<file path="src/rtl/rv_fetch_ctrl.sv">
// Instruction-fetch sequencer: one outstanding ibus read, small in-order buffer to decode.
// Define FETCH_SKID_EN for a 2-entry buffer; otherwise the buffer is a single register.
module rv_fetch_ctrl (
  input  logic        i_clk,
  input  logic        i_reset_n,
  input  logic [31:2] i_pc,
  input  logic        i_redirect,
  output logic        o_fetch_stall,
  output logic        o_ibus_req,
  output logic [31:2] o_ibus_addr,
  input  logic        i_ibus_gnt,
  input  logic        i_ibus_rvalid,
  input  logic [31:0] i_ibus_rdata,
  output logic        o_inst_valid,
  output logic [31:0] o_inst,
  output logic [31:2] o_inst_pc,
  input  logic        i_decode_ready
);

`ifdef FETCH_SKID_EN
  localparam logic [1:0] DEPTH = 2'd2;
`else
  localparam logic [1:0] DEPTH = 2'd1;
`endif

  typedef enum logic [1:0] {S_IDLE, S_REQ, S_WAIT, S_FLUSH} state_t;

  state_t      state, state_nxt;
  logic [31:2] pend_pc;
  logic        head_vld;
  logic [31:0] head_inst;
  logic [31:2] head_pc;
  logic [1:0]  count;
  logic        pop, space, grant, wr, to_head;

`ifdef FETCH_SKID_EN
  logic        skid_vld;
  logic [31:0] skid_inst;
  logic [31:2] skid_pc;
  logic        to_skid;

  assign count   = {1'b0, head_vld} + {1'b0, skid_vld};
  // A new word lands in the head when the head is free after this cycle's pop.
  assign to_head = wr && (!head_vld || (pop && !skid_vld));
  assign to_skid = wr && !to_head;
`else
  assign count   = {1'b0, head_vld};
  assign to_head = wr;
`endif

  assign pop   = head_vld && i_decode_ready;
  assign space = (count - {1'b0, pop}) < DEPTH;

  always_comb begin
    state_nxt     = state;
    wr            = 1'b0;
    o_ibus_req    = (state == S_REQ) && space && !i_redirect;
    o_ibus_addr   = i_pc;
    grant         = o_ibus_req && i_ibus_gnt;
    o_fetch_stall = (state == S_IDLE) ? 1'b0 : !grant;
    case (state)
      S_IDLE: state_nxt = S_REQ;
      S_REQ:  if (grant) state_nxt = S_WAIT;
      S_WAIT: begin
        if (i_ibus_rvalid) begin
          wr        = !i_redirect;
          state_nxt = S_REQ;
        end else if (i_redirect) begin
          state_nxt = S_FLUSH;
        end
      end
      S_FLUSH: if (i_ibus_rvalid) state_nxt = S_REQ;
      default: state_nxt = S_IDLE;
    endcase
  end

  always_ff @(posedge i_clk) begin
    if (!i_reset_n) state <= S_IDLE;
    else            state <= state_nxt;
  end

  always_ff @(posedge i_clk) begin
    if (grant) pend_pc <= i_pc;
  end

  // Head entry: payload holds its last value whenever the entry is invalidated.
  always_ff @(posedge i_clk) begin
    if (!i_reset_n) begin
      head_vld  <= 1'b0;
      head_inst <= '0;
      head_pc   <= '0;
    end else begin
      if (i_redirect)   head_vld <= 1'b0;
      else if (to_head) head_vld <= 1'b1;
`ifdef FETCH_SKID_EN
      else if (pop)     head_vld <= skid_vld;
`else
      else if (pop)     head_vld <= 1'b0;
`endif
      if (to_head) begin
        head_inst <= i_ibus_rdata;
        head_pc   <= pend_pc;
`ifdef FETCH_SKID_EN
      end else if (pop && skid_vld && !i_redirect) begin
        head_inst <= skid_inst;
        head_pc   <= skid_pc;
`endif
      end
    end
  end

`ifdef FETCH_SKID_EN
  always_ff @(posedge i_clk) begin
    if (!i_reset_n)   skid_vld <= 1'b0;
    else if (i_redirect) skid_vld <= 1'b0;
    else if (to_skid) skid_vld <= 1'b1;
    else if (pop)     skid_vld <= 1'b0;
  end

  always_ff @(posedge i_clk) begin
    if (to_skid) begin
      skid_inst <= i_ibus_rdata;
      skid_pc   <= pend_pc;
    end
  end
`endif

  assign o_inst_valid = head_vld;
  assign o_inst       = head_inst;
  assign o_inst_pc    = head_pc;

endmodule

</file>
<file path="config.mk">
export PLATFORM = sky130hd
export DESIGN_NAME = rv_fetch_ctrl
export DESIGN_NICKNAME = d
export VERILOG_FILES = /design/src/rtl/rv_fetch_ctrl.sv
export SDC_FILE = /design/constraint.sdc
export NUM_CORES = 1
export LEC_CHECK = 0
export ABC_AREA = 1
export BUFFER_PORTS_ARGS = -buffer_cell sky130_fd_sc_hd__clkbuf_2
export CORE_MARGIN = 1
export CORE_UTILIZATION = 47
export CTS_CLUSTER_DIAMETER = 40
export DETAILED_ROUTE_END_ITERATION = 8
export PLACE_DENSITY = 0.8
export SLEW_MARGIN = 20
export SYNTH_ARGS = -nofsm -noshare
export SYNTH_HDL_FRONTEND = slang
export SYNTH_SLANG_ARGS = --single-unit
</file>
<file path="constraint.sdc">
create_clock -name i_clk -period 3.54 [get_ports i_clk]
set_input_delay 0.354 -clock i_clk [delete_from_list [all_inputs] [get_ports i_clk]]
set_output_delay 0.354 -clock i_clk [all_outputs]
set_load 0.03 [all_outputs]
</file>
; ---- Word level (Yosys, flattened, before mapping)
; Cells that the tools add are included.
[totals]
reg_bits = 95
latchBits = 0
ram_bits = 0
romBits = 0
input_bits = 68
out_inout_bits = 95
elab_cells = 34
n_memories = 0
[classes]
n_addsub = 1
n_mul = 0
div_mod_pow = 0
n_lt_le_gt_ge = 1
eq_ne = 6
n_shift = 0
mux = 10
n_bitwise = 1
n_reduce_logical = 10
[ops]
columns = cell, count
row1 = $mux W2, 4
row2 = $pmux W2 S4, 1
row3 = $mux W1, 5
row4 = $eq A2 B2 Y1 const B, 2
row5 = $logic_and A1 B1 Y1, 4
row6 = $ne A2 B2 Y1 const B, 2
row7 = $ne A3 B3 Y1 const B, 1
row8 = $reduce_and A3 Y1, 1
row9 = $eq A2 B1 Y1 const B, 1
row10 = $logic_not A1 Y1, 2
row11 = $logic_not A2 Y1, 1
row12 = $lt A2 B1 Y1 const B, 1
row13 = $reduce_bool A2 Y1, 1
row14 = $reduce_or A2 Y1, 1
row15 = $sub A1 B1 Y2, 1
row16 = $not A1 Y1, 1

; ---- Depth between registers and ports, before layout
[logic_depth]
depth_word = 8
depth_mapped = 9
mapped_depth_nobuf = 9

; ---- Worst setup path after synthesis
; OpenSTA, ideal clock, no wires.
[synth_path]
kind = reg-to-output
startpoint = register state[1]
endpoint = output port o_fetch_stall
t_arrival_ns = 2.506
required_ns = 3.186
setup_slack_ns = 0.680
stages_incl_launch_ff = 9
n_path_buf = 0
cell_sequence = dfxtp_1 inv_1 ha_1 inv_1 nor2_1 nand2_1 nor2_1 or2_2 inv_1
[synth_between]
elab_chain_cells = 6
word_cells_on_any_way = 7
classes_between = eq/ne: 1 / mux: 1 / reduce/logical: 5
[synth_rtl]
columns = element, line
row1 = from (decl), 28  ; state_t state, state_nxt;
row2 = from (signal assigned), 79  ; else state <= state_nxt;
row3 = $eq A2 B1 Y1, 57  ; o_ibus_req = (state == S_REQ) && space && !i_redirect;
row4 = $logic_and A1 B1 Y1 (2 in series), 57
row5 = $logic_and A1 B1 Y1, 59  ; grant = o_ibus_req && i_ibus_gnt;
row6 = net grant, 34  ; logic pop, space, grant, wr, to_head;
row7 = $logic_not A1 Y1, 60  ; o_fetch_stall = (state == S_IDLE) ? 1'b0 : !grant;
row8 = $mux W1, 60
row9 = to (decl), 8  ; output logic o_fetch_stall,
; The timed path passes the listed nets, and every way through them passes these cells.

; ---- Final worst setup path
; Ends and elaborated chain as after synthesis.

==> qor.yml <==
run_status:
  status: "completed"
layout:
  diodes: 0
  layout.nets: 567
  area_growth_pct: 23.6
  layout-drive-gt1-share: 0.374
  fin_util: 0.607
  n_fill_cell: 631
synth:
  synth_edf_count: 30
  synth_commonest_cells: "71 x nand2_1, 65 x dfxtp_1, 64 x a21oi_1, 64 x nand3_1"
  netlist_area_um2: 3600
  syn-num-nets: 444
  synth_flop_cell: "dfxtp_1"
  synth_area_per_cell_um2: 9.68
  synth-seq-cells: 95
  yosys-top-cells-area: "dfxtp_1 36%, edfxtp_1 25%, a21oi_1 8.9%"
  synth_cell_types: 18
  yosysTopAreaCell: "dfxtp_1"
  synth_seq_area_share: 0.612
  synth_cells: 372
  yosys.cell_count.top_type: "nand2_1"
  ys_async_sr_fraction: 0
  synth_top_area_frac: 0.361
  synth_warnings: 0
clock_tree:
  cts.clk_slew.worst_paths_ns: 0.09
  post_cts_buffers: 0
  htree_levels: 3
  clk_latency_ns: 0.35
  cts_sinks: 95
  cts_tree: "built"
  cts_buffer_depth: 2
  numCtsBuffers: 9
  root_buffer: "clkbuf_8"
  hold_buffers: 0
  ctsResizeCount: 0
worst_setup_path:
  critPathMaxFanout: 4
  rr_worst_depth: 8
  worstSetupPathType: "reg2out"
  required_ns: 3.19
  start_kind: "flip-flop"
  cp-startpoint: "state[1]$_SDFFE_PN0P_"
  r2r_slack_ns: 1.68
  worst_setup_path_end_kind: "output port"
  worstPathArrival_ns: 1.85
  r2r-start: "state[0]$_SDFFE_PN0P_"
sta:
  rsz0062_at_grt: "no"
  tns_ns: 0
  finClkSkew_ns: 0.00821
  tightest_slew_ns: 1.09
  post-route-min-period_ns: 2.21
  drv_slew: 0
  setup_viol: 0
  slew_headroom: 0.272
  post-route-period-util: 0.624
  finalHoldViolCount: 0
  fmax_ghz: 0.453
hold_path:
  hp-class: "in2reg"
  min_from: "i_pc[13]"
  min_delay_path_depth: 1
power:
  power.leakage_nw: 1.87
  p_per_area_nw_per_um2: 505
  ir_drop_mv: 0.320
detailed_routing:
  totalWireLength_um: 7760
  drt_iter0_drc: 87
  wl_per_cell_um: 13.0
  num_vias: 2984
  drc: 0
  antenna_left: 0
  vias_per_cell: 4.98
  drt-pass1-iter-count: 6
global_routing:
  grt_pass1_wl_um: 11200
  grt.total_usage: 0.186
  grt_max_degree: 65
  grt_pass1_vias: 2492
  grt_overflow: 0
  antenna_found_initial: 0
place:
  port_buffers: 162
  dp_hpwl_um: 5120
  place_congestion: 0.747
floorplan:
  num_io_pins: 163
  design.core.area_um2: 7330
  rows: 31
  die_h_um: 89.5
  dieArea_um2: 8010
  fp.dieW_um: 89.5
  start_util: 0.491
flow_run:
  drv_cap: 0
-- critical path, stage by stage, from the launching register on --
cell and delay, ns:
dfxtp_1 0.38, inv_1 0.09, ha_1 0.19, inv_1 0.08, nor2_1 0.06, nand2_1 0.12
nor2_4 0.04, or2_2 0.28, inv_1 0.06, clkbuf_2 0.20
-- cell type report --
class | count | area [um^2] | share of cell area
sequential | 95 | 2200 | 0.495
multi-input combinational | 212 | 1020 | 0.230
timing repair buffer | 167 | 848 | 0.191
clock buffer | 10 | 128 | 0.0287
tap | 99 | 124 | 0.0278
clock inverter | 6 | 85.1 | 0.0191
inverter | 10 | 37.5 | 0.00844
-- path summary, 6_finish.rpt --
path                             end
min            pend_pc[13]$_DFFE_PP_
max reg2reg   o_inst[6]$_SDFFE_PN0P_
min reg2reg  o_inst[29]$_SDFFE_PN0P_
max                    o_fetch_stall
-- cell families (layout without fill, tap and decap cells) --
logic type,count (synthesis),in the layout,share of synthesized area
and+or+nand+nor,141,141,0.173
buffers and inverters,65,193,0.106
AOI/OAI and AO/OA,67,67,0.0959
adders and majority gates,4,4,0.0139
DFF,95,95,0.612
-- per-layer routing --
layer  up-vias  track usage  routed length (um)
li1       1479            -                   -
met1      1343        0.220                3290
met2       149        0.319                3710
met3        13       0.0637                 647
met4         0       0.0606                 115
met5         -            0                   0
-- flip-flops by register name (all words and copies together) (netlist names) --
| register | count |
|---|---|
| pend_pc | 30 |
| o_inst_pc | 30 |
| o_inst | 32 |
| o_inst_valid | 1 |
| state | 2 |
-- power by group --
| part | total, mW | internal [mW] | switching [mW] |
|---|---|---|---|
| Clock | 0.746 | 0.396 | 0.350 |
| Sequential | 1.19 | 1.17 | 0.0196 |
| Combinational | 0.314 | 0.0933 | 0.220 |
| Total | 2.24 | 1.65 | 0.590 |
-- through the flow --
step	cells	hold slack, ns	setup WS [ns]	total power, mW	instance area (um^2)
global route	599	0.158	1.22	2.35	4450
CTS	599	0.174	1.33	2.27	4450
finish	599	0.188	1.33	2.24	4450
detailed placement	583	0.451	1.68	1.53	4240
floorplan	372	0.427	0.680	1.43	3600
global placement	583	0.448	1.77	1.51	4240
-- layout by cell type, fill, tap and decap left out, types with 4 or more instances in the layout --
| cell type | instances |
|---|---|
| edfxtp_1 | 30 |
| buf_4 | 5 |
| inv_1 | 9 |
| clkbuf_2 | 162 |
| nand2_1 | 71 |
| a21oi_1 | 64 |
| ha_1 | 4 |
| dfxtp_1 | 65 |
| nand3_1 | 64 |
| clkbuf_8 | 9 |
No activity file was read; power rests on OpenSTA's default activity.
